## src/rtl/sprite_pkg.sv

```systemverilog
// Shared screen geometry, blitter state encoding and frame-buffer addressing
// for the sprite blitter.
package sprite_pkg;

    localparam int SCREEN_W = 640;
    localparam int SCREEN_H = 480;

    typedef enum logic [1:0] {
        ST_IDLE,
        ST_RUN,
        ST_DRAIN,
        ST_DONE
    } blit_state_t;

    // Linear frame-buffer index for an on-screen pixel (x < 640, y < 480).
    function automatic logic [18:0] fb_index(input logic [10:0] x, input logic [10:0] y);
        logic [18:0] y_ext;
        y_ext = 19'(y);
        return 19'(y_ext * 19'(SCREEN_W)) + 19'(x);
    endfunction

endpackage

```

## src/rtl/sprite_blitter.sv

```systemverilog
// Streams a sprite ROM in raster order into the frame buffer, dropping
// key-coloured and off-screen pixels, with a three-stage issue/data/write pipe.
module sprite_blitter
    import sprite_pkg::*;
#(
    parameter int          SPRITE_W  = 40,
    parameter int          SPRITE_H  = 52,
    parameter logic [23:0] KEY_COLOR = 24'hffffff
) (
    input  logic        Clk,
    input  logic        Reset_n,
    input  logic        start,
    input  logic [9:0]  pos_x,
    input  logic [9:0]  pos_y,
    output logic [11:0] rom_addr,
    input  logic [23:0] rom_data,
    output logic        fb_we,
    output logic [18:0] fb_addr,
    output logic [23:0] fb_data,
    input  logic        fb_ready,
    output logic        busy,
    output logic        done
);

    localparam int          PIXELS    = SPRITE_W * SPRITE_H;
    localparam int          COL_W     = (SPRITE_W > 1) ? $clog2(SPRITE_W) : 1;
    localparam int          ROW_W     = (SPRITE_H > 1) ? $clog2(SPRITE_H + 1) : 1;
    localparam logic [11:0] LAST_ADDR = 12'(PIXELS - 1);
    localparam logic [COL_W-1:0] COL_LAST = COL_W'(SPRITE_W - 1);

    blit_state_t state_reg, state_next;

    logic [9:0]       pos_x_reg, pos_y_reg;
    logic [COL_W-1:0] a_col_reg;
    logic [ROW_W-1:0] a_row_reg;
    logic [11:0]      a_addr_reg;

    logic             b_valid_reg;
    logic [COL_W-1:0] b_col_reg;
    logic [ROW_W-1:0] b_row_reg;
    logic [11:0]      b_addr_reg;

    logic             fb_we_reg;
    logic [18:0]      fb_addr_reg;
    logic [23:0]      fb_data_reg;
    logic             stall_q_reg;

    logic             stall;
    logic             issue;
    logic             visible;
    logic [10:0]      sx, sy;

    assign stall = fb_we_reg & ~fb_ready;
    // The cycle a stall releases is spent re-presenting stage A's address,
    // because the ROM was showing stage B's pixel during the stall.
    assign issue = (state_reg == ST_RUN) & ~stall & ~stall_q_reg;

    assign sx = {1'b0, pos_x_reg} + 11'(b_col_reg);
    assign sy = {1'b0, pos_y_reg} + 11'(b_row_reg);
    assign visible = b_valid_reg && (rom_data != KEY_COLOR)
                  && (sx < 11'(SCREEN_W)) && (sy < 11'(SCREEN_H));

    assign rom_addr = stall ? b_addr_reg : a_addr_reg;
    assign fb_we    = fb_we_reg;
    assign fb_addr  = fb_addr_reg;
    assign fb_data  = fb_data_reg;
    assign busy     = (state_reg != ST_IDLE);
    assign done     = (state_reg == ST_DONE);

    always_comb begin
        state_next = state_reg;
        case (state_reg)
            ST_IDLE:  if (start) state_next = ST_RUN;
            ST_RUN:   if (issue && a_addr_reg == LAST_ADDR) state_next = ST_DRAIN;
            ST_DRAIN: if (!b_valid_reg && (!fb_we_reg || fb_ready)) state_next = ST_DONE;
            ST_DONE:  state_next = ST_IDLE;
            default:  state_next = ST_IDLE;
        endcase
    end

    always_ff @(posedge Clk or negedge Reset_n) begin
        if (!Reset_n) begin
            state_reg   <= ST_IDLE;
            stall_q_reg <= 1'b0;
            pos_x_reg   <= '0;
            pos_y_reg   <= '0;
            a_col_reg   <= '0;
            a_row_reg   <= '0;
            a_addr_reg  <= '0;
        end else begin
            state_reg   <= state_next;
            stall_q_reg <= stall;
            if (state_reg == ST_IDLE && start) begin
                pos_x_reg  <= pos_x;
                pos_y_reg  <= pos_y;
                a_col_reg  <= '0;
                a_row_reg  <= '0;
                a_addr_reg <= '0;
            end else if (issue) begin
                a_addr_reg <= a_addr_reg + 12'd1;
                if (a_col_reg == COL_LAST) begin
                    a_col_reg <= '0;
                    a_row_reg <= a_row_reg + ROW_W'(1);
                end else begin
                    a_col_reg <= a_col_reg + COL_W'(1);
                end
            end
        end
    end

    always_ff @(posedge Clk or negedge Reset_n) begin
        if (!Reset_n) begin
            b_valid_reg <= 1'b0;
            b_col_reg   <= '0;
            b_row_reg   <= '0;
            b_addr_reg  <= '0;
            fb_we_reg   <= 1'b0;
            fb_addr_reg <= '0;
            fb_data_reg <= '0;
        end else if (!stall) begin
            b_valid_reg <= issue;
            if (issue) begin
                b_col_reg  <= a_col_reg;
                b_row_reg  <= a_row_reg;
                b_addr_reg <= a_addr_reg;
            end
            fb_we_reg <= visible;
            if (visible) begin
                fb_addr_reg <= fb_index(sx, sy);
                fb_data_reg <= rom_data;
            end
        end
    end

endmodule

```

## config.mk

```make
export PLATFORM = sky130hd
export DESIGN_NAME = sprite_blitter
export DESIGN_NICKNAME = d
export VERILOG_FILES = /design/src/rtl/sprite_pkg.sv /design/src/rtl/sprite_blitter.sv
export SDC_FILE = /design/constraint.sdc
export NUM_CORES = 1
export LEC_CHECK = 0
export ABC_AREA = 1
export CORE_UTILIZATION = 40
export DETAILED_ROUTE_END_ITERATION = 8
export GPL_ROUTABILITY_DRIVEN = 0
export HOLD_SLACK_MARGIN = 0.05
export PLACE_DENSITY = 0.72
export SYNTH_ARGS = -nofsm -noshare
export SYNTH_HDL_FRONTEND = slang
export SYNTH_SLANG_ARGS = --single-unit
```

## constraint.sdc

```tcl
create_clock -name Clk -period 4.49 [get_ports Clk]
set_input_delay 0.449 -clock Clk [delete_from_list [all_inputs] [get_ports Clk]]
set_output_delay 0.449 -clock Clk [all_outputs]
set_load 0.02 [all_outputs]
```

==> flow_summary.toml, run 1 <==
[run_status]
status = "finished clean"

[synth]
async_flop_share_pct = 100.0
avgSynthCellArea_sq_um = 7.798
synth_edf_count = 0
synth_flop_cell = "dfrtp_1"
yosys.cell_types.count = 38
syn_inst = 851
synth_area_sq_mm = 0.006636
synth_nets = 944
synth_warnings = 0
yosysSeqAreaShare_pct = 43.74
synth_seq_cells = 116

[sta]
slew_headroom_pct = 29.44
worst_pin_slew_ps = 1056
rsz0062_at_grt = "no"
finClkSkew_ps = 8.878
layout_setup_ws_ps = 1005
timing.final.crit_share_pct = 77.61
fin_setup_tns_ps = 0
min_period_ps = 3485
finalSetupViolCount = 0
hold_viol_final = 0
fmax_mhz = 287.0
report.final.slew_viol_count = 0

[route]
drt-initial-drc-count = 274
vias = 5669
postRouteAntennaNets = 0
drt_wl_total_um = 14960
drcViolationCount = 0
post_drt_wl_per_cell_um = 12.60
post_drt_via_cell_ratio = 4.776
dr.pass1.iters = 5

[critical_path]
end_kind = "register"
worstSetupPathType = "register to register"
critPathArrivalTime_ps = 3780
r2r_slack_ps = 1010
start_kind = "register"
crit_fanout = 4
r2r_cells = 21
rr_startpoint = "pos_y_reg[0]"
cp.required_ps = 4790
r2r_end = "fb_addr[18]"

[cts]
ctsHtreeMaxLevel = 4
cts_buffer_depth = 2
cts_tree = "yes"
clock-sinks = 116
ctsResizeCount = 0
cts_inserted_buffers = 17
ctsHoldBuffers = 0
postCtsSetupBuffers = 0
cts_root_buffer = "clkbuf_16"
clk_pin_slew_ps = 50
clock_latency_ps = 410

[global_route]
gr-total-overflow = 0
grt_pass1_wl_um = 24640
grt_pass1_vias = 5360
antenna_found_initial = 0
grt_start_max_net_pins = 82
grt_usage_pct = 18.51

[floorplanning]
dieHeight_um = 130.8
start_util_pct = 41.33
dieArea_sq_mm = 0.01711
num_rows = 46
coreArea_sq_mm = 0.01606
die_x_um = 130.8
io_pins = 106

[placed_design]
io_buffers = 105
pre_cts_ws_ps = 989.1
hpwl_um = 11120

[final_layout]
diodes = 0
finalNetCount = 1052
areaGrowthSynthToFinish_pct = 27.38
final_common_cell = "nand2_1"
largest_reg_flops = 24
layout_common_cells = "302 x nand2_1, 116 x dfrtp_1, 104 x clkdlybuf4s50_1"
drive_gt1_share_pct = 7.209

[power]
p_int_w = 0.003865
powerDensity_mw_per_mm2 = 817.5
cellLeakagePower_nw = 4.181
seqPwrFrac_pct = 24.8
clock_power_share_pct = 19.5
p_comb_share_pct = 55.8
switchingPower_w = 0.003045
peakVddDrop_uv = 408.9
switching_share_pct = 44.07

[worst_hold_path]
worstHoldPathType = "input pin to asynchronous set/reset pin"

[run]
drv_cap = 0
-- power by group through the flow --
stage / clock, W / sequential (W) / combinational, W
detailed placement: 0 / 0.00172 / 0.00384
finish: 0.00134 / 0.00171 / 0.00385
floorplan: 0 / 0.00188 / 0.00263
global route: 0.00142 / 0.00176 / 0.00439
global placement: 0 / 0.00171 / 0.00378
CTS: 0.00137 / 0.00171 / 0.00388
-- metrics by stage --
step	hold WS (ps)	cell area, sq um	std cells	total power (W)	utilization (%)
2_1_floorplan	153.4	6636	851	0.004516	-
3_3_place_gp	460.9	7869	1156	0.005495	49.00
3_5_place_dp	465.9	7869	1156	0.005570	49.00
4_1_cts	245.0	8453	1187	0.006960	52.64
5_1_grt	275.7	8453	1187	0.007570	52.64
6_report	179.9	8453	1187	0.006911	52.64
-- worst max-delay path, cell delays in order, from the launching register on --
cell	delay [ps]
dfrtp_1	350
ha_1	170
inv_1	70
fa_1	390
inv_1	80
nand3_1	60
nand3_1	110
xnor2_1	120
inv_1	80
ha_1	340
fa_1	620
nand2_1	60
inv_1	70
nand4_1	70
nand3_1	90
nand2_1	80
nor2_1	160
nand3_1	120
nor2_1	100
nand3_1	80
nand3_1	80
nand2_1	50
-- synth_stat cells, types with 5 or more instances --
master    number  area share, %
a21oi_1       24            1.8
clkbuf_1      14           0.79
dfrtp_1      116             44
ha_1          41            7.7
inv_1         84            4.8
nand2_1      302             17
nand2_2       27            2.5
nand3_1       45            3.4
nand4_1       12            1.1
nor2_1        41            2.3
nor3_1        12           0.91
o21ai_0       55            4.1
o21ai_1       17            1.3
xnor2_1        5           0.66
xor2_1        13            1.7
-- kinds of logic (layout without fill, tap and decap cells) --
kind of cell	count (synthesis)	in the layout	synth area share [%]
XOR/XNOR	18	18	2.376
flip-flops	116	116	43.74
adder cells (fa/ha/maj)	45	45	8.937
AO/OA/AOI/OAI	108	108	8.597
buffers and inverters	111	231	7.013
AND/OR/NAND/NOR	453	453	29.34
-- cell type report --
class	instances	area, sq um
clock buffers	22	454.2
well taps	216	270.3
repair buffers	111	1094
fillers	1479	7605
flip-flops and latches	116	2903
inverters	89	334.1
clock inverters	9	130.1
multi-input cells	624	3268
-- how the worst max path moves through the flow --
stage / start / end / slack (ps) / depth (start not counted)
floorplan: pos_y_reg[0] / fb_addr[18] / 1230 / 21
global placement: pos_y_reg[0] / fb_addr[18] / 1040 / 21
detailed placement: pos_y_reg[0] / fb_addr[18] / 990 / 21
CTS: pos_y_reg[0] / fb_addr[18] / 990 / 21
global route: pos_y_reg[0] / fb_addr[18] / 670 / 21
finish: pos_y_reg[0] / fb_addr[18] / 1010 / 21
-- per-layer routing --
layer  share of wire [%]  up-vias  global-route usage [%]
li1                    -     2955                       -
met4                 1.4        0                   6.626
met1                  50     2566                   24.46
met3                 4.6       19                   3.990
met2                  44      129                   29.88
met5                   0        -                       0
Note: power is estimated with default switching activity, not from simulation.
==> run 2, diff against run 1 <==
--- a/config.mk
+++ b/config.mk
@@ -10,7 +10,7 @@
 export DETAILED_ROUTE_END_ITERATION = 8
 export GPL_ROUTABILITY_DRIVEN = 0
 export HOLD_SLACK_MARGIN = 0.05
-export PLACE_DENSITY = 0.72
+export PLACE_DENSITY = 0.74
 export SYNTH_ARGS = -nofsm -noshare
 export SYNTH_HDL_FRONTEND = slang
 export SYNTH_SLANG_ARGS = --single-unit
==> constraint.sdc (replaced) <==
create_clock -name Clk -period 2.9 [get_ports Clk]
set_input_delay 0.29 -clock Clk [delete_from_list [all_inputs] [get_ports Clk]]
set_output_delay 0.29 -clock Clk [all_outputs]
set_load 0.02 [all_outputs]
==> run 2 against run 1 <==
The run now ends with setup timing left. Routed wire length grew 8.6%. First-iteration DRC count rose by 26%. Worst setup slack got worse by 1200 ps. Worst hold slack better by 230 ps. Critical path type unchanged.
==> flow_summary.toml, run 2 (synthesized netlist as in run 1, its figures left out) <==
[run_status]
status = "finished with violations"
violations = "setup timing"

[critical_path]
end_kind = "register"
crit_path_max_incr_delay_ps = 540
cpMaxStageDelayCell = "fa_2"
cpMostUsedCell = "nand3_2"
start_kind = "register"
critPathTopFamily = "adder cells"
path_cells = "ha_2, inv_2, fa_2, inv_2, nand3_2, nand3_2, xnor2_1, inv_1, ha_4, fa_2, nand2_1, inv_1, nand4_1, nand3_2, nand2_4, nor2_4, nand3_2, nor2_1, nand3_1, nand3_1, nand2_1"
worstSetupPathType = "register to register"
cp.required_ps = 3200
crit_fanout = 3
cp_num_buf_inv = 4
critPathArrivalTime_ps = 3410

[sta]
fmax_mhz = 320.9
slew_headroom_pct = 46.96
finalSetupViolCount = 6
hold_viol_final = 0
worst_pin_slew_ps = 795.6
report.final.slew_viol_count = 0
finClkSkew_ps = 10.02
rsz0062_at_grt = "yes"
timing.final.crit_share_pct = 107.4
layout_setup_ws_ps = -215.9
min_period_ps = 3116

[final_layout]
largest_reg_flops = 24
nFillCells = 1451
finalNetCount = 1114
layout_common_cells = "297 x nand2_1, 116 x dfrtp_1, 104 x clkdlybuf4s50_1"
areaGrowthSynthToFinish_pct = 39.76
final_common_cell = "nand2_1"
diodes = 0
postLayoutCoreUtil_pct = 57.76
drive_gt1_share_pct = 17.60
layout.cells.non_filler = 1250

[route]
drt-initial-drc-count = 344
dr.pass1.iters = 4
drcViolationCount = 0
drt_wl_total_um = 16240
post_drt_wl_per_cell_um = 12.99
post_drt_via_cell_ratio = 4.802
wl_met2_um = 7773
dr_wl_met3_um = 704
topRoutingLayerUsed = "met4"
wirelength_met1_um = 7460
postRouteAntennaNets = 0
vias = 6002

[floorplanning]
coreArea_sq_mm = 0.01606
dieArea_sq_mm = 0.01711
num_rows = 46
io_pins = 106
dieHeight_um = 130.8
start_util_pct = 41.33
die_x_um = 130.8

[cts]
cts_root_buffer = "clkbuf_16"
cts_inserted_buffers = 17
cts_buffer_depth = 2
clock_latency_ps = 420
cts_tree = "yes"
clock-sinks = 116
ctsHtreeMaxLevel = 4
clk_pin_slew_ps = 50

[global_route]
antenna_found_initial = 0
grt_start_max_net_pins = 61
grt_pass1_vias = 5697
grt_pass1_wl_um = 26520
grt_usage_pct = 20.03
gr-total-overflow = 0

[placed_design]
dp.cells = 1213
hpwl_um = 11780
io_buffers = 105

[run]
drv_cap = 0

[power]
peakVddDrop_uv = 990.9
cellLeakagePower_nw = 4.532
powerDensity_mw_per_mm2 = 1439

[worst_hold_path]
worstHoldPathType = "input pin to register"
## run 2: per-stage QoR
step | TNS [ps] | hold WS, ps | total power [W] | instance area (sq um) | setup WS (ps)
2_1_floorplan | -283.9 | -5.591 | 0.007480 | 6780 | -173.3
3_3_place_gp | -899.5 | 416.9 | 0.01020 | 8489 | -241.6
3_5_place_dp | -1304 | 423.3 | 0.01037 | 8489 | -301.0
4_1_cts | -738.5 | 396.6 | 0.01296 | 9196 | -209.9
5_1_grt | -2137 | 418.7 | 0.01454 | 9275 | -436.3
6_report | -829.2 | 409.4 | 0.01335 | 9275 | -215.9
## run 2: final timing paths
path                               from      endpoint  slack, ps  cells after the start
setup / recovery           b_row_reg[0]   fb_addr[18]       -220                     21
hold / removal                 pos_x[3]  pos_x_reg[3]        410                      3
setup reg to reg           b_row_reg[0]   fb_addr[18]       -220                     21
hold reg to reg             fb_data[19]   fb_data[19]        480                      2
max in group asynchronous       Reset_n   fb_addr[18]       1650                      3
min in group asynchronous       Reset_n   fb_data[18]        500                      2
## run 2: cell type report
type / instances / area, sq um / share of cell area, %
sequential: 116 / 2903 / 31.30
clock inverter: 7 / 72.57 / 0.7824
tap: 216 / 270.3 / 2.914
inverter: 89 / 334.1 / 3.602
timing repair buffer: 173 / 1619 / 17.46
multi-input combinational: 624 / 3581 / 38.61
clock buffer: 25 / 495.5 / 5.342
## run 2: worst min-delay path, cell delays in order
cell,delay (ps)
clkdlybuf4s50_1,390
nand2_1,60
nand2_1,40
## run 2: where the power goes
part           switching (W)  internal (W)
clock network       0.000715       0.00127
registers           0.000420       0.00225
logic                0.00454       0.00415
## run 2: routing by layer
metal | vias to the layer above | track usage (%)
met5 | - | 0
met4 | 0 | 7.911
met3 | 21 | 4.357
met2 | 135 | 33.33
met1 | 2770 | 25.34
li1 | 3076 | -
## run 2: repair_timing
item	in CTS	in global routing
endpoints found under the hold margin	58	0
gates resized for setup	16	16
setup endpoints to repair	7	8
hold buffers	1	0
pin swaps	16	7
buffers inserted	3	1
cloned	0	0
==> run 3, diff against run 2 <==
--- a/config.mk
+++ b/config.mk
@@ -7,6 +7,7 @@
 export LEC_CHECK = 0
 export ABC_AREA = 1
 export CORE_UTILIZATION = 40
+export CTS_BUF_LIST = sky130_fd_sc_hd__clkbuf_8
 export DETAILED_ROUTE_END_ITERATION = 8
 export GPL_ROUTABILITY_DRIVEN = 0
 export HOLD_SLACK_MARGIN = 0.05
==> run 3 against run 2 <==
The run still ends with setup timing left. Utilization decreased by 0.37 points. Cell count increased by 0.64%. Combinational power increased by 3.8%. Flip-flop and latch count unchanged. Die area unchanged. Sequential power about the same. Sequential share of layout area increased by 0.20 points. Count of clock-buffer cells in the layout decreased by 4. Global-route usage decreased by 0.73 points. Critical endpoint unchanged. Largest power group unchanged.
==> flow_summary.toml, run 3 (synthesized netlist as in run 1, its figures left out) <==
[run_status]
status = "finished with violations"
violations = "setup timing"

[route]
drcViolationCount = 0
vias = 6027
drt-initial-drc-count = 315
post_drt_via_cell_ratio = 4.791
drt_wl_total_um = 16390
dr.pass1.iters = 5
post_drt_wl_per_cell_um = 13.03
postRouteAntennaNets = 0

[cts]
clock_latency_ps = 440
cts_tree = "yes"
cts_buffer_depth = 2
ctsHtreeMaxLevel = 4
clk_pin_slew_ps = 70
cts_root_buffer = "clkbuf_8"
cts_inserted_buffers = 17
clock-sinks = 116

[global_route]
grt_start_max_net_pins = 61
antenna_found_initial = 0
grt_usage_pct = 19.29
grt_pass1_wl_um = 25670
gr-total-overflow = 0
grt_pass1_vias = 5532

[sta]
finalSetupViolCount = 7
rsz0062_at_grt = "yes"
min_period_ps = 3126
finClkSkew_ps = 11.73
layout_setup_ws_ps = -225.5
hold_viol_final = 0
timing.final.crit_share_pct = 107.8
report.final.slew_viol_count = 0
worst_pin_slew_ps = 806.3
fmax_mhz = 319.9
fin_setup_tns_ps = -995.4
slew_headroom_pct = 46.25

[floorplanning]
io_pins = 106
die_x_um = 130.8
coreArea_sq_mm = 0.01606
start_util_pct = 41.33
dieHeight_um = 130.8
dieArea_sq_mm = 0.01711
num_rows = 46

[critical_path]
rr_startpoint = "b_row_reg[0]"
crit_fanout = 3
start_kind = "register"
worstSetupPathType = "register to register"
end_kind = "register"
critPathArrivalTime_ps = 3450
cp.required_ps = 3220
r2r_cells = 21
startpoint = "b_row_reg[0]"
r2r_slack_ps = -230
crit_end = "fb_addr[18]"
r2r_end = "fb_addr[18]"

[power]
powerDensity_mw_per_mm2 = 1421
peakVddDrop_uv = 1079
total_power_w = 0.01310
cellLeakagePower_nw = 4.510

[worst_hold_path]
worstHoldPathType = "input pin to register"

[placed_design]
hpwl_um = 11780
place_area_sq_mm = 0.008489
io_buffers = 105

[final_layout]
largest_reg_flops = 24
areaGrowthSynthToFinish_pct = 38.86
final_cell_area_sq_mm = 0.009215
diodes = 0
layout_common_cells = "293 x nand2_1, 116 x dfrtp_1, 104 x clkdlybuf4s50_1"
final_common_cell = "nand2_1"
finalNetCount = 1122
nFillCells = 1453
drive_gt1_share_pct = 19.39

[run]
drv_cap = 0
-- run 3: worst min path at each step --
stage,start,endpoint,depth (start not counted)
2_1_floorplan,Reset_n,a_addr_reg[0],0
3_3_place_gp,Reset_n,fb_data[14],1
3_5_place_dp,Reset_n,fb_data[15],1
4_1_cts,pos_x[3],pos_x_reg[3],3
5_1_grt,pos_x[4],pos_x_reg[4],3
6_report,pos_x[3],pos_x_reg[3],3
-- run 3: power by group --
group / internal, W / switching [W] / leakage [nW]
combinational: 0.00435 / 0.00467 / 2.80
sequential: 0.00225 / 0.000423 / 1.51
clock: 0.000754 / 0.000645 / 0.203
-- run 3: critical path, stage by stage (launching register included) --
cell and delay, ps:
dfrtp_1 360, ha_2 190, inv_2 50, fa_2 380, inv_2 80, nand3_2 60
nand3_2 80, xnor2_1 110, inv_1 100, ha_4 240, fa_2 540, nand2_1 50
inv_1 60, nand4_1 90, nand3_2 100, nand2_4 60, nor2_4 90, nand3_2 80
nor2_1 90, nand3_1 80, nand3_1 80, nand2_1 50
-- run 3: routing by layer --
metal	up-vias	wire length (um)	GRT usage, %
met5	-	0	0
met4	0	247	6.491
met3	22	725	4.112
met2	144	7791	31.68
met1	2777	7626	25.26
li1	3084	-	-
-- run 3: timing repair --
| action | CTS | global route |
|---|---|---|
| buffers inserted | 3 | 9 |
| resized for setup | 12 | 35 |
| hold endpoints to repair | 58 | 0 |
| pin swaps | 11 | 17 |
| hold buffers | 1 | 0 |
| endpoints found under the setup margin | 7 | 7 |
-- run 3: cell type report --
type | instances | area [sq um] | area share (%)
flip-flops and latches | 116 | 2903 | 31.50
clock buffers | 21 | 289.0 | 3.136
well taps | 216 | 270.3 | 2.933
clock inverters | 11 | 87.58 | 0.9504
inverters | 89 | 334.1 | 3.625
repair buffers | 181 | 1683 | 18.26
multi-input cells | 624 | 3649 | 39.59
-- run 3: metrics by stage --
stage / hold WS, ps / std cells / setup slack (ps) / util (%)
after floorplan: -5.591 / 851 / -173.3 / -
after global placement: 416.9 / 1213 / -241.6 / 52.87
after detailed placement: 423.3 / 1213 / -301.0 / 52.87
after CTS: 363.5 / 1249 / -201.1 / 55.89
after global routing: 380.9 / 1258 / -436.5 / 57.39
final: 383.4 / 1258 / -225.5 / 57.39
